### src/rtl/gpio_bank_if.sv
// Register bus between the SoC address decoder and the GPIO bank:
// word address, write strobe, write data and combinational read data.
interface gpio_bank_if #(
    parameter int WIDTH = 32,
    parameter int NCH   = 2,
    localparam int AW   = $clog2(4 * NCH)
);
    logic [AW-1:0]    a;
    logic             we;
    logic [WIDTH-1:0] wd;
    logic [WIDTH-1:0] rd;

    modport master (output a, we, wd, input rd);
    modport slave  (input a, we, wd, output rd);
endinterface

### src/rtl/gpio_bank.sv
// Memory-mapped GPIO bank: NCH channels of synchronised inputs with rising-edge
// detection, output registers, per-bit interrupt enables and sticky W1C status.
module gpio_bank #(
    parameter int WIDTH       = 32,
    parameter int NCH         = 2,
    parameter int SYNC_STAGES = 2,
    localparam int AW         = $clog2(4 * NCH)
) (
    input  logic                 clk,
    input  logic                 rst,
    gpio_bank_if.slave           bus,
    input  logic [NCH*WIDTH-1:0] gpi,
    output logic [NCH*WIDTH-1:0] gpo,
    output logic                 irq
);

    logic [SYNC_STAGES-1:0][NCH*WIDTH-1:0] sync_r;
    logic [NCH*WIDTH-1:0]                  prev_r;

    logic [NCH-1:0][WIDTH-1:0] gpi_s;
    logic [NCH-1:0][WIDTH-1:0] rise_s;
    logic [NCH-1:0][WIDTH-1:0] clr_s;
    logic [NCH-1:0][WIDTH-1:0] gpo_r;
    logic [NCH-1:0][WIDTH-1:0] en_r;
    logic [NCH-1:0][WIDTH-1:0] status_r;
    logic [NCH-1:0][WIDTH-1:0] gpo_nxt_s;
    logic [NCH-1:0][WIDTH-1:0] en_nxt_s;
    logic [NCH-1:0][WIDTH-1:0] status_nxt_s;
    logic [WIDTH-1:0]          rd_s;

    assign gpi_s  = sync_r[SYNC_STAGES-1];
    assign rise_s = sync_r[SYNC_STAGES-1] & ~prev_r;

    // Input synchroniser chain plus the previous-value flop for edge detection
    always_ff @(posedge clk or negedge rst) begin
        if (!rst) begin
            sync_r <= '0;
            prev_r <= '0;
        end else begin
            sync_r <= {sync_r[SYNC_STAGES-2:0], gpi};
            prev_r <= sync_r[SYNC_STAGES-1];
        end
    end

    // Register write decode; a new enabled edge outranks a same-cycle W1C clear
    always_comb begin
        gpo_nxt_s    = gpo_r;
        en_nxt_s     = en_r;
        clr_s        = '0;
        status_nxt_s = status_r;
        for (int c = 0; c < NCH; c++) begin
            if (bus.we && (bus.a == AW'(4 * c + 1))) begin
                gpo_nxt_s[c] = bus.wd;
            end else begin
                gpo_nxt_s[c] = gpo_r[c];
            end
            if (bus.we && (bus.a == AW'(4 * c + 2))) begin
                en_nxt_s[c] = bus.wd;
            end else begin
                en_nxt_s[c] = en_r[c];
            end
            if (bus.we && (bus.a == AW'(4 * c + 3))) begin
                clr_s[c] = bus.wd;
            end else begin
                clr_s[c] = '0;
            end
            status_nxt_s[c] = (status_r[c] & ~clr_s[c]) | (rise_s[c] & en_r[c]);
        end
    end

    // Software-visible register state
    always_ff @(posedge clk or negedge rst) begin
        if (!rst) begin
            gpo_r    <= '0;
            en_r     <= '0;
            status_r <= '0;
        end else begin
            gpo_r    <= gpo_nxt_s;
            en_r     <= en_nxt_s;
            status_r <= status_nxt_s;
        end
    end

    // Read mux; unmapped indices fall through to zero
    always_comb begin
        rd_s = '0;
        for (int c = 0; c < NCH; c++) begin
            rd_s = rd_s
                 | ({WIDTH{bus.a == AW'(4 * c + 0)}} & gpi_s[c])
                 | ({WIDTH{bus.a == AW'(4 * c + 1)}} & gpo_r[c])
                 | ({WIDTH{bus.a == AW'(4 * c + 2)}} & en_r[c])
                 | ({WIDTH{bus.a == AW'(4 * c + 3)}} & status_r[c]);
        end
    end

    assign bus.rd = rd_s;
    assign gpo    = gpo_r;
    assign irq    = |(status_r & en_r);

endmodule

### src/flat_wrapper.sv
// flat-port wrapper written by rule: the top's interface ports become plain ports
module gpio_bank_flat 
#(
    parameter int WIDTH       = 32,
    parameter int NCH         = 2,
    parameter int SYNC_STAGES = 2,
    localparam int AW         = $clog2(4 * NCH)
)
  (clk, rst, gpi, gpo, irq, bus_a, bus_we, bus_wd, bus_rd);
  gpio_bank_if #(.WIDTH(WIDTH), .NCH(NCH)) bus_i ();
  input  logic clk;
  input  logic rst;
  input  logic [NCH*WIDTH-1:0] gpi;
  output logic [NCH*WIDTH-1:0] gpo;
  output logic irq;
  input wire logic [$bits(bus_i.a)-1:0] bus_a;
  input wire logic [$bits(bus_i.we)-1:0] bus_we;
  input wire logic [$bits(bus_i.wd)-1:0] bus_wd;
  output wire logic [$bits(bus_i.rd)-1:0] bus_rd;
  assign bus_i.a = bus_a;
  assign bus_i.we = bus_we;
  assign bus_i.wd = bus_wd;
  assign bus_rd = bus_i.rd;
  gpio_bank #(.WIDTH(WIDTH), .NCH(NCH), .SYNC_STAGES(SYNC_STAGES)) u_core (.clk(clk), .rst(rst), .bus(bus_i), .gpi(gpi), .gpo(gpo), .irq(irq));
endmodule
### config.mk
export PLATFORM = sky130hd
export DESIGN_NAME = gpio_bank_flat
export DESIGN_NICKNAME = d
export VERILOG_FILES = /design/src/rtl/gpio_bank_if.sv /design/src/rtl/gpio_bank.sv /design/src/flat_wrapper.sv
export SDC_FILE = /design/constraint.sdc
export NUM_CORES = 1
export LEC_CHECK = 0
export CAP_MARGIN = 0
export CORE_MARGIN = 2
export CORE_UTILIZATION = 44
export DETAILED_ROUTE_END_ITERATION = 16
export MAX_ROUTING_LAYER = met4
export PLACE_DENSITY = 0.73
export SYNTH_ARGS = -nofsm -noshare
export SYNTH_HDL_FRONTEND = slang
export SYNTH_SLANG_ARGS = --single-unit
### constraint.sdc
create_clock -name clk -period 5.5 [get_ports clk]
set_clock_uncertainty 0.2 [all_clocks]
set_input_delay 0.825 -clock clk [delete_from_list [all_inputs] [get_ports clk]]
set_output_delay 0.825 -clock clk [all_outputs]
set_load 0.005 [all_outputs]
======== Word-level counts from Yosys, hierarchy flattened ========
Index checks and enable logic that the tools add are counted.
Widths: inputs -> output; s select.
word-level totals
  register bits ........................... 384
  bits of input ports ..................... 102
  output and inout port bits .............. 97
  word-level logic and storage cells ...... 52
operators by class
  equality and inequality tests ........... 7
  mux-type cells .......................... 2
  bitwise logic cells ..................... 26
  reductions and logical operators ........ 8
operator list
  operator            number
  $and 32x32->32      12
  $or 32x32->32       9
  $and 64x64->64      2
  $mux 32             2
  $not 32->32         2
  $not 64->64         1
  $reduce_or 64->1    1
  $eq 3x3->1 const B  4
  $eq 3x2->1 const B  2
  $logic_and 1x1->1   6
  $eq 3x1->1 const B  1
  $logic_not 3->1     1

======== Logic depth before layout (Yosys ltp) ========
Gate-level depths: netlist of run 1.
  depth in word-level cells ............... 9
  depth in mapped cells ................... 8

======== Least setup slack after synthesis of run 1 ========
OpenSTA, ideal clock, no wires.
  path kind ............................... input port to output port
  from .................................... input port bus_a[2]
  to ...................................... output port bus_rd[16]
  arrival time ............................ 1896 ps
  data required time ...................... 4475 ps
  setup slack ............................. 2579 ps
  cell stages on the path ................. 5
  path buffers ............................ 2
  cells stage by stage .................... buf_2 > nor3b_1 > clkbuf_1 > a22oi_1 > nand4_1
on the way
  word-level cells in the longest chain between the ends .. 9
  elaborated cells between the ends (all ways) .. 23
  those cells by class .................... eq/ne: 7; bitwise: 15; reduce/logical: 1
ends and longest elaborated chain
  item                                                  line                              RTL
  start: declaration                                    flat_wrapper.sv:16                input wire logic [$bits(bus_i.a)-1:0] bus_a;
  $eq 3x1->1 / $logic_not 3->1 (equally long branches)  gpio_bank.sv:90, gpio_bank.sv:89
  $and 32x32->32, on equally long branches              gpio_bank.sv:90, gpio_bank.sv:89
  $or 32x32->32                                         gpio_bank.sv:90                   | ({WIDTH{bus.a == AW'(4 * c + 1)}} & gpo_r[c])
  $or 32x32->32                                         gpio_bank.sv:91                   | ({WIDTH{bus.a == AW'(4 * c + 2)}} & en_r[c])
  $or 32x32->32                                         gpio_bank.sv:92                   | ({WIDTH{bus.a == AW'(4 * c + 3)}} & status_r[c]);
  $or 32x32->32                                         gpio_bank.sv:89                   | ({WIDTH{bus.a == AW'(4 * c + 0)}} & gpi_s[c])
  $or 32x32->32                                         gpio_bank.sv:90
  $or 32x32->32                                         gpio_bank.sv:91
  $or 32x32->32 (*)                                     gpio_bank.sv:92
  end: declaration                                      flat_wrapper.sv:19                output wire logic [$bits(bus_i.rd)-1:0] bus_rd;
Mark *: on every way between the ends. The rest lies on a longest branch, timed or not.

======== Worst setup path after layout of run 1 ========
  from .................................... input port bus_a[2]
  to ...................................... output port bus_rd[23]
Same word-level chain as after synthesis.

==> impl_metrics.prom, run 1 <==
# TYPE chip_impl_metric gauge
chip_impl_metric{name="met2WireLength",unit="µm"} 18500
chip_impl_metric{name="clkTransAtPathRegs",unit="ns"} 0.05
chip_impl_metric{name="synth.ff_latch_count",unit=""} 384
chip_impl_metric{name="postSynthAreaPerCell",unit="µm²"} 14.4
chip_impl_metric{name="initial_core_util",unit="%"} 44.4
chip_impl_info{name="crit_path_end_kind",value="primary output"} 1
chip_impl_metric{name="synth.yosys.warnings",unit=""} 0
chip_impl_metric{name="synth.cell_area",unit="mm²"} 0.0139
chip_impl_metric{name="post_layout_nonfiller_instances",unit=""} 1600
chip_impl_metric{name="fillers",unit=""} 2497
chip_impl_metric{name="yosysSeqAreaShare",unit="%"} 69.1
chip_impl_metric{name="gr-usage-all-layers",unit="%"} 24.2
chip_impl_info{name="rr_startpoint",value="u_core.en_r[48]"} 1
chip_impl_metric{name="synth_cell_type_count",unit=""} 20
chip_impl_metric{name="postRouteWirelength",unit="µm"} 38400
chip_impl_metric{name="timing.final.setup_violations",unit=""} 0
chip_impl_metric{name="final_nets",unit=""} 1271
chip_impl_metric{name="global_route_total_overflow",unit=""} 0
chip_impl_metric{name="critical_path.max_fanout",unit=""} 21
chip_impl_metric{name="drt_drc_violations_left",unit=""} 0
chip_impl_metric{name="worst-endpoint-arrival",unit="ns"} 3.39
chip_impl_metric{name="wirelength_met1",unit="µm"} 16300
chip_impl_info{name="status",value="complete, no violations"} 1
chip_impl_metric{name="syn2layout_area_growth",unit="%"} 27.2
chip_impl_info{name="crit_top_cell",value="sky130_fd_sc_hd__clkdlybuf4s50_1"} 1
chip_impl_metric{name="gp_congestion",unit=""} 0.827
chip_impl_metric{name="finalCoreUtilization",unit="%"} 56.4
chip_impl_metric{name="vias_in_the_first_global_route",unit=""} 9861
chip_impl_info{name="clk_root_buffer_cell",value="sky130_fd_sc_hd__clkbuf_16"} 1
chip_impl_metric{name="storage_element_area",unit="mm²"} 0.00961
chip_impl_metric{name="port_buffers",unit=""} 198
chip_impl_info{name="hp-start",value="u_core.sync_r[34]"} 1
chip_impl_metric{name="final_hold_slack",unit="ns"} 0.145
chip_impl_metric{name="io_pins",unit=""} 199
chip_impl_metric{name="relSlewSlack",unit="%"} 24.3
chip_impl_metric{name="cts_max_path_buffers",unit=""} 3
chip_impl_metric{name="power.density_cell_area",unit="mW/mm²"} 419
chip_impl_info{name="tritoncts",value="yes"} 1
chip_impl_metric{name="post-route-period-util",unit="%"} 80.3
chip_impl_metric{name="timing.final.hold_violations",unit=""} 0
chip_impl_info{name="path_delay_family",value="buffers and inverters"} 1
chip_impl_metric{name="numCtsBuffers",unit=""} 40
chip_impl_metric{name="worstPathBufferInverterCount",unit=""} 3
chip_impl_info{name="crit_start",value="bus_a[2]"} 1
chip_impl_metric{name="multiInputGateArea",unit="mm²"} 0.00410
chip_impl_info{name="most-common-layout-cells",value="sky130_fd_sc_hd__dfrtp_1, sky130_fd_sc_hd__clkdlybuf4s50_1, sky130_fd_sc_hd__nand2_1"} 1
chip_impl_info{name="synth.area.top_cells",value="sky130_fd_sc_hd__dfrtp_1, sky130_fd_sc_hd__mux2_2, sky130_fd_sc_hd__a22oi_1"} 1
chip_impl_info{name="crit_path_cell_chain",value="clkdlybuf4s50_1, nand2_1, nor2_4, buf_4, a22oi_1, nand4_1, clkdlybuf4s50_1"} 1
chip_impl_metric{name="first_pass_iteration_count_of_the_detailed_router",unit=""} 5
chip_impl_metric{name="syn_inst",unit=""} 966
chip_impl_metric{name="finalSetupTns",unit="ns"} 0
chip_impl_metric{name="max_cap_viol_count",unit=""} 0
chip_impl_metric{name="maximum_resistive_drop_on_vdd",unit="mV"} 0.234
chip_impl_metric{name="postCtsHoldBufs",unit=""} 0
chip_impl_metric{name="wire_length_of_the_first_global_routing_pass",unit="µm"} 59100
chip_impl_info{name="routed.top_layer",value="met4"} 1
chip_impl_metric{name="max_freq",unit="MHz"} 226
chip_impl_metric{name="clock_tree.htree_level_count",unit=""} 2
chip_impl_metric{name="num_antenna_cells",unit=""} 0
chip_impl_metric{name="placementRows",unit=""} 65
chip_impl_metric{name="initialDrtViolationCount",unit=""} 786
chip_impl_metric{name="cts.repair.resized",unit=""} 0
chip_impl_metric{name="die_height",unit="µm"} 182
chip_impl_metric{name="clock_sink_count",unit=""} 384
chip_impl_metric{name="met3_wirelength",unit="µm"} 2370
chip_impl_metric{name="core_region_area",unit="mm²"} 0.0313
chip_impl_metric{name="avgRoutedWirePerCell",unit="µm"} 24.0
chip_impl_metric{name="die_x",unit="µm"} 182
chip_impl_info{name="critPathSlowestCell",value="sky130_fd_sc_hd__clkdlybuf4s50_1"} 1
chip_impl_info{name="crit_type",value="input port to primary output"} 1
chip_impl_metric{name="tightestPinTransition",unit="ns"} 1.13
chip_impl_metric{name="final_layout_size_suffix_gt1_share",unit="%"} 15.1
chip_impl_metric{name="dp_hpwl",unit="µm"} 23800
chip_impl_info{name="rsz0062_at_grt",value="no"} 1
chip_impl_metric{name="total_leakage_power",unit="nW"} 7.21
chip_impl_metric{name="grt_start_max_net_pins",unit=""} 145
chip_impl_metric{name="clk_latency",unit="ns"} 0.52
chip_impl_info{name="synth_area_leader_cell",value="sky130_fd_sc_hd__dfrtp_1"} 1
chip_impl_info{name="crit_path_start_kind",value="input port"} 1
chip_impl_metric{name="synth_largest_type_area_fraction",unit="%"} 69.1
chip_impl_metric{name="place.detailed.instances",unit=""} 1529
chip_impl_info{name="most_common_cell_after_layout_fill_and_taps_aside",value="sky130_fd_sc_hd__dfrtp_1"} 1
chip_impl_metric{name="synthesis.nets",unit=""} 1068
chip_impl_metric{name="post_dp_cell_area",unit="mm²"} 0.0163
chip_impl_metric{name="area_of_the_die",unit="mm²"} 0.0330
chip_impl_metric{name="finalWorstPathRequiredPeriod",unit="ns"} 4.42
chip_impl_metric{name="drt.antenna.violating_nets",unit=""} 0
chip_impl_metric{name="number_of_pins_with_negative_max_slew_slack_in_the_final_report",unit=""} 0
chip_impl_metric{name="vias",unit=""} 9360
chip_impl_metric{name="critPathRequiredTime",unit="ns"} 4.47
chip_impl_info{name="hold_path_class",value="register to register"} 1
chip_impl_metric{name="antenna_found_initial",unit=""} 0
chip_impl_metric{name="crit_path_max_incr_delay",unit="ns"} 0.70
chip_impl_metric{name="cts_post_setup_buffers_inserted",unit=""} 0
chip_impl_metric{name="post_drt_via_cell_ratio",unit=""} 5.85
chip_impl_metric{name="finish.instance_area",unit="mm²"} 0.0177
-- flip-flops by register name, indices dropped and copies added, names as in the netlist --
signal and flops:
u_core.gpi_s 64, u_core.en_r 64, u_core.sync_r 64, u_core.prev_r 64, u_core.gpo 64, u_core.status_r 64
-- power breakdown --
group / switching, mW / total (mW) / internal (mW)
sequential: 0.386 / 3.60 / 3.21
clock: 1.08 / 2.75 / 1.67
combinational: 0.421 / 1.07 / 0.646
-- synth_stat cells (all sizes together) --
master	number
dfrtp	384
nand2	131
a22oi	128
mux2	128
o2bb2ai	64
nand4	36
clkbuf	28
buf	22
a221oi	16
a22o	16
and2	4
nor3b	3
and3b	2
and3	1
nor2	1
nor3	1
or4	1
-- layout make-up --
type                       instances  share of cell area, %
multi-input combinational        532                   23.2
tap                              402                   2.85
clock inverter                    12                  0.963
clock buffer                      59                   6.64
sequential                       384                   54.4
timing repair buffer             211                   12.0
-- routing by layer --
metal	GRT usage (%)	up-vias
met1	31.7	4853
li1	-	4009
met2	38.2	408
met3	4.01	90
met4	9.07	0
met5	-	-
-- kinds of logic after synthesis --
logic type / count (synthesis) / synth area share (%)
AOI/OAI and AO/OA: 224 / 13.0
buffers and inverters: 50 / 1.66
DFF: 384 / 69.1
muxes: 128 / 10.4
and+or+nand+nor: 180 / 5.86
-- per-stage QoR --
stage          total power [mW]  setup slack, ns
2_1_floorplan              3.97             2.58
3_3_place_gp               4.67             1.19
3_5_place_dp               4.70             1.13
4_1_cts                    7.47             1.11
5_1_grt                    7.72             1.00
6_report                   7.41             1.08
-- final timing paths --
path / slack, ns / cells after the start / end
max: 1.08 / 7 / bus_rd[23]
min: 0.15 / 0 / u_core.gpi_s[34]
max reg2reg: 4.42 / 1 / u_core.en_r[48]
min reg2reg: 0.15 / 0 / u_core.gpi_s[34]
max in group asynchronous: 3.61 / 2 / u_core.sync_r[38]
min in group asynchronous: 0.16 / 1 / u_core.sync_r[52]
Power figures use the tool's default switching activity.
==> inputs of run 2 (changes only) <==
Settings changed: PLACE_DENSITY 0.73 to 0.75.
Clock period 5.5 ns to 3.9 ns, I/O delays scaled along.
==> run 2 against run 1 <==
  * Global-route usage is 0.16 points higher
  * Critical endpoint is now irq
  * Sequential cell count unchanged
  * Combinational power increased by 43%
  * Hold slack improved by 0.0012 ns
  * Largest power group unchanged
  * Largest cell class unchanged
==> impl_metrics.prom, run 2 (synthesized netlist as in run 1, its figures left out) <==
# TYPE chip_impl_metric gauge
chip_impl_info{name="status",value="complete, no violations"} 1
chip_impl_metric{name="first_pass_iteration_count_of_the_detailed_router",unit=""} 5
chip_impl_metric{name="fillers",unit=""} 2414
chip_impl_metric{name="clock_tree.htree_level_count",unit=""} 2
chip_impl_info{name="rsz0062_at_grt",value="no"} 1
chip_impl_metric{name="finalWorstPathRequiredPeriod",unit="ns"} 3.72
chip_impl_info{name="crit_path_start_kind",value="register"} 1
chip_impl_metric{name="initialDrtViolationCount",unit=""} 1100
chip_impl_metric{name="placementRows",unit=""} 65
chip_impl_metric{name="max_freq",unit="MHz"} 269
chip_impl_metric{name="timing.final.hold_violations",unit=""} 0
chip_impl_metric{name="timing.final.setup_violations",unit=""} 0
chip_impl_metric{name="finalSetupTns",unit="ns"} 0
chip_impl_metric{name="die_x",unit="µm"} 182
chip_impl_metric{name="area_of_the_die",unit="mm²"} 0.0330
chip_impl_metric{name="core_region_area",unit="mm²"} 0.0313
chip_impl_metric{name="worst-endpoint-arrival",unit="ns"} 2.94
chip_impl_metric{name="avgRoutedWirePerCell",unit="µm"} 24.0
chip_impl_metric{name="antenna_found_initial",unit=""} 0
chip_impl_info{name="most_common_cell_after_layout_fill_and_taps_aside",value="sky130_fd_sc_hd__dfrtp_1"} 1
chip_impl_metric{name="number_of_pins_with_negative_max_slew_slack_in_the_final_report",unit=""} 0
chip_impl_metric{name="vias_in_the_first_global_route",unit=""} 10100
chip_impl_info{name="tritoncts",value="yes"} 1
chip_impl_metric{name="clk_latency",unit="ns"} 0.53
chip_impl_metric{name="post_drt_via_cell_ratio",unit=""} 6.00
chip_impl_metric{name="timing.reg2reg.setup_slack",unit="ns"} 2.80
chip_impl_metric{name="total_leakage_power",unit="nW"} 7.34
chip_impl_metric{name="final_layout_size_suffix_gt1_share",unit="%"} 16.3
chip_impl_metric{name="power.density_cell_area",unit="mW/mm²"} 592
chip_impl_metric{name="critical_path.max_fanout",unit=""} 4
chip_impl_info{name="crit_type",value="register to primary output"} 1
chip_impl_metric{name="die_height",unit="µm"} 182
chip_impl_metric{name="postRouteWirelength",unit="µm"} 38600
chip_impl_info{name="clk_root_buffer_cell",value="sky130_fd_sc_hd__clkbuf_16"} 1
chip_impl_metric{name="drt.antenna.violating_nets",unit=""} 0
chip_impl_metric{name="cts_max_path_buffers",unit=""} 3
chip_impl_info{name="hold_path_class",value="register to register"} 1
chip_impl_metric{name="relSlewSlack",unit="%"} 50.2
chip_impl_metric{name="maximum_resistive_drop_on_vdd",unit="mV"} 0.324
chip_impl_metric{name="gr-usage-all-layers",unit="%"} 24.3
chip_impl_metric{name="initial_core_util",unit="%"} 44.4
chip_impl_metric{name="num_antenna_cells",unit=""} 0
chip_impl_metric{name="gp_congestion",unit=""} 0.846
chip_impl_metric{name="post-route-period-util",unit="%"} 95.5
chip_impl_metric{name="numCtsBuffers",unit=""} 39
chip_impl_metric{name="drt_drc_violations_left",unit=""} 0
chip_impl_info{name="crit_path_end_kind",value="primary output"} 1
chip_impl_metric{name="critPathRequiredTime",unit="ns"} 3.12
chip_impl_metric{name="io_pins",unit=""} 199
chip_impl_metric{name="clkTransAtPathRegs",unit="ns"} 0.06
chip_impl_metric{name="global_route_total_overflow",unit=""} 0
chip_impl_metric{name="syn2layout_area_growth",unit="%"} 29.2
chip_impl_metric{name="grt_start_max_net_pins",unit=""} 101
chip_impl_metric{name="dp_hpwl",unit="µm"} 24600
chip_impl_metric{name="wire_length_of_the_first_global_routing_pass",unit="µm"} 59700
chip_impl_metric{name="vias",unit=""} 9678
chip_impl_metric{name="max_cap_viol_count",unit=""} 0
chip_impl_metric{name="port_buffers",unit=""} 198
chip_impl_metric{name="final_nets",unit=""} 1281
chip_impl_info{name="most-common-layout-cells",value="sky130_fd_sc_hd__dfrtp_1, sky130_fd_sc_hd__clkdlybuf4s50_1, sky130_fd_sc_hd__nand2_1"} 1
chip_impl_metric{name="design_power_total",unit="mW"} 10.6
chip_impl_metric{name="clock_sink_count",unit=""} 384
chip_impl_metric{name="tightestPinTransition",unit="ns"} 0.747
==> run 2: cell types whose count changed in the layout (fill, tap and decap cells not counted), sizes merged <==
cell / delta
bufinv: +3
buf: +10
clkbuf: -6
clkinv: +4
dlygate4sd3: +1
==> run 2: final timing paths <==
check | from | to | cells past startpoint
worst max-delay path | u_core.en_r[2] | irq | 6
worst min-delay path | u_core.sync_r[23] | u_core.gpi_s[23] | 0
worst max register to register | u_core.en_r[19] | u_core.en_r[19] | 1
worst min register to register | u_core.sync_r[23] | u_core.gpi_s[23] | 0
max in group asynchronous | rst | u_core.gpo[3] | 3
min in group asynchronous | rst | u_core.sync_r[16] | 2
==> run 2: critical path, stage by stage, from the launching register on <==
cell and delay, ns:
sky130_fd_sc_hd__dfrtp_1 0.41, sky130_fd_sc_hd__a22o_1 0.27, sky130_fd_sc_hd__a221oi_2 0.24, sky130_fd_sc_hd__buf_4 0.19
sky130_fd_sc_hd__nand4_1 0.16, sky130_fd_sc_hd__or4_1 0.65, sky130_fd_sc_hd__clkdlybuf4s50_1 0.48
==> run 2: layer usage <==
layer / vias to the layer above / wire [µm] / global-route usage, %
li1: 4045 / - / -
met1: 5083 / 16000 / 32.4
met2: 475 / 19000 / 38.7
met3: 75 / 2660 / 3.55
met4: 0 / 960 / 8.26
met5: - / 0 / -
==> run 2: area by class of cell <==
class	count	area [µm²]	area share (%)
Multi-Input combinational cell	532	4110	22.9
Sequential cell	384	9610	53.5
Tap cell	402	503	2.80
Timing Repair Buffer	222	2330	13.0
Clock inverter	19	292	1.62
Clock buffer	53	1110	6.18
==> run 2: power by group <==
group	leakage, nW	total (mW)	switching [mW]	internal (mW)
Clock	0.691	4.01	1.54	2.47
Combinational	2.22	1.53	0.602	0.931
Sequential	4.43	5.08	0.558	4.53
==> run 2: timing repair <==
item	4_1_cts	5_1_grt
resized for setup	0	2
hold buffers	1	0
endpoints found under the setup margin	0	1
hold endpoints to repair	96	0
setup buffers	0	0
==> run 2: metrics by stage <==
| step | cells | setup WS (ns) | area [µm²] | util [%] | hold slack [ns] |
|---|---|---|---|---|---|
| floorplan | 966 | 1.46 | 13900 | - | 0.0894 |
| global placement | 1539 | 0.427 | 16500 | 52.8 | 0.133 |
| detailed placement | 1539 | 0.376 | 16500 | 52.8 | 0.135 |
| CTS | 1612 | 0.0910 | 17900 | 57.3 | 0.148 |
| global route | 1612 | 0.105 | 18000 | 57.3 | 0.152 |
| finish | 1612 | 0.177 | 18000 | 57.3 | 0.146 |
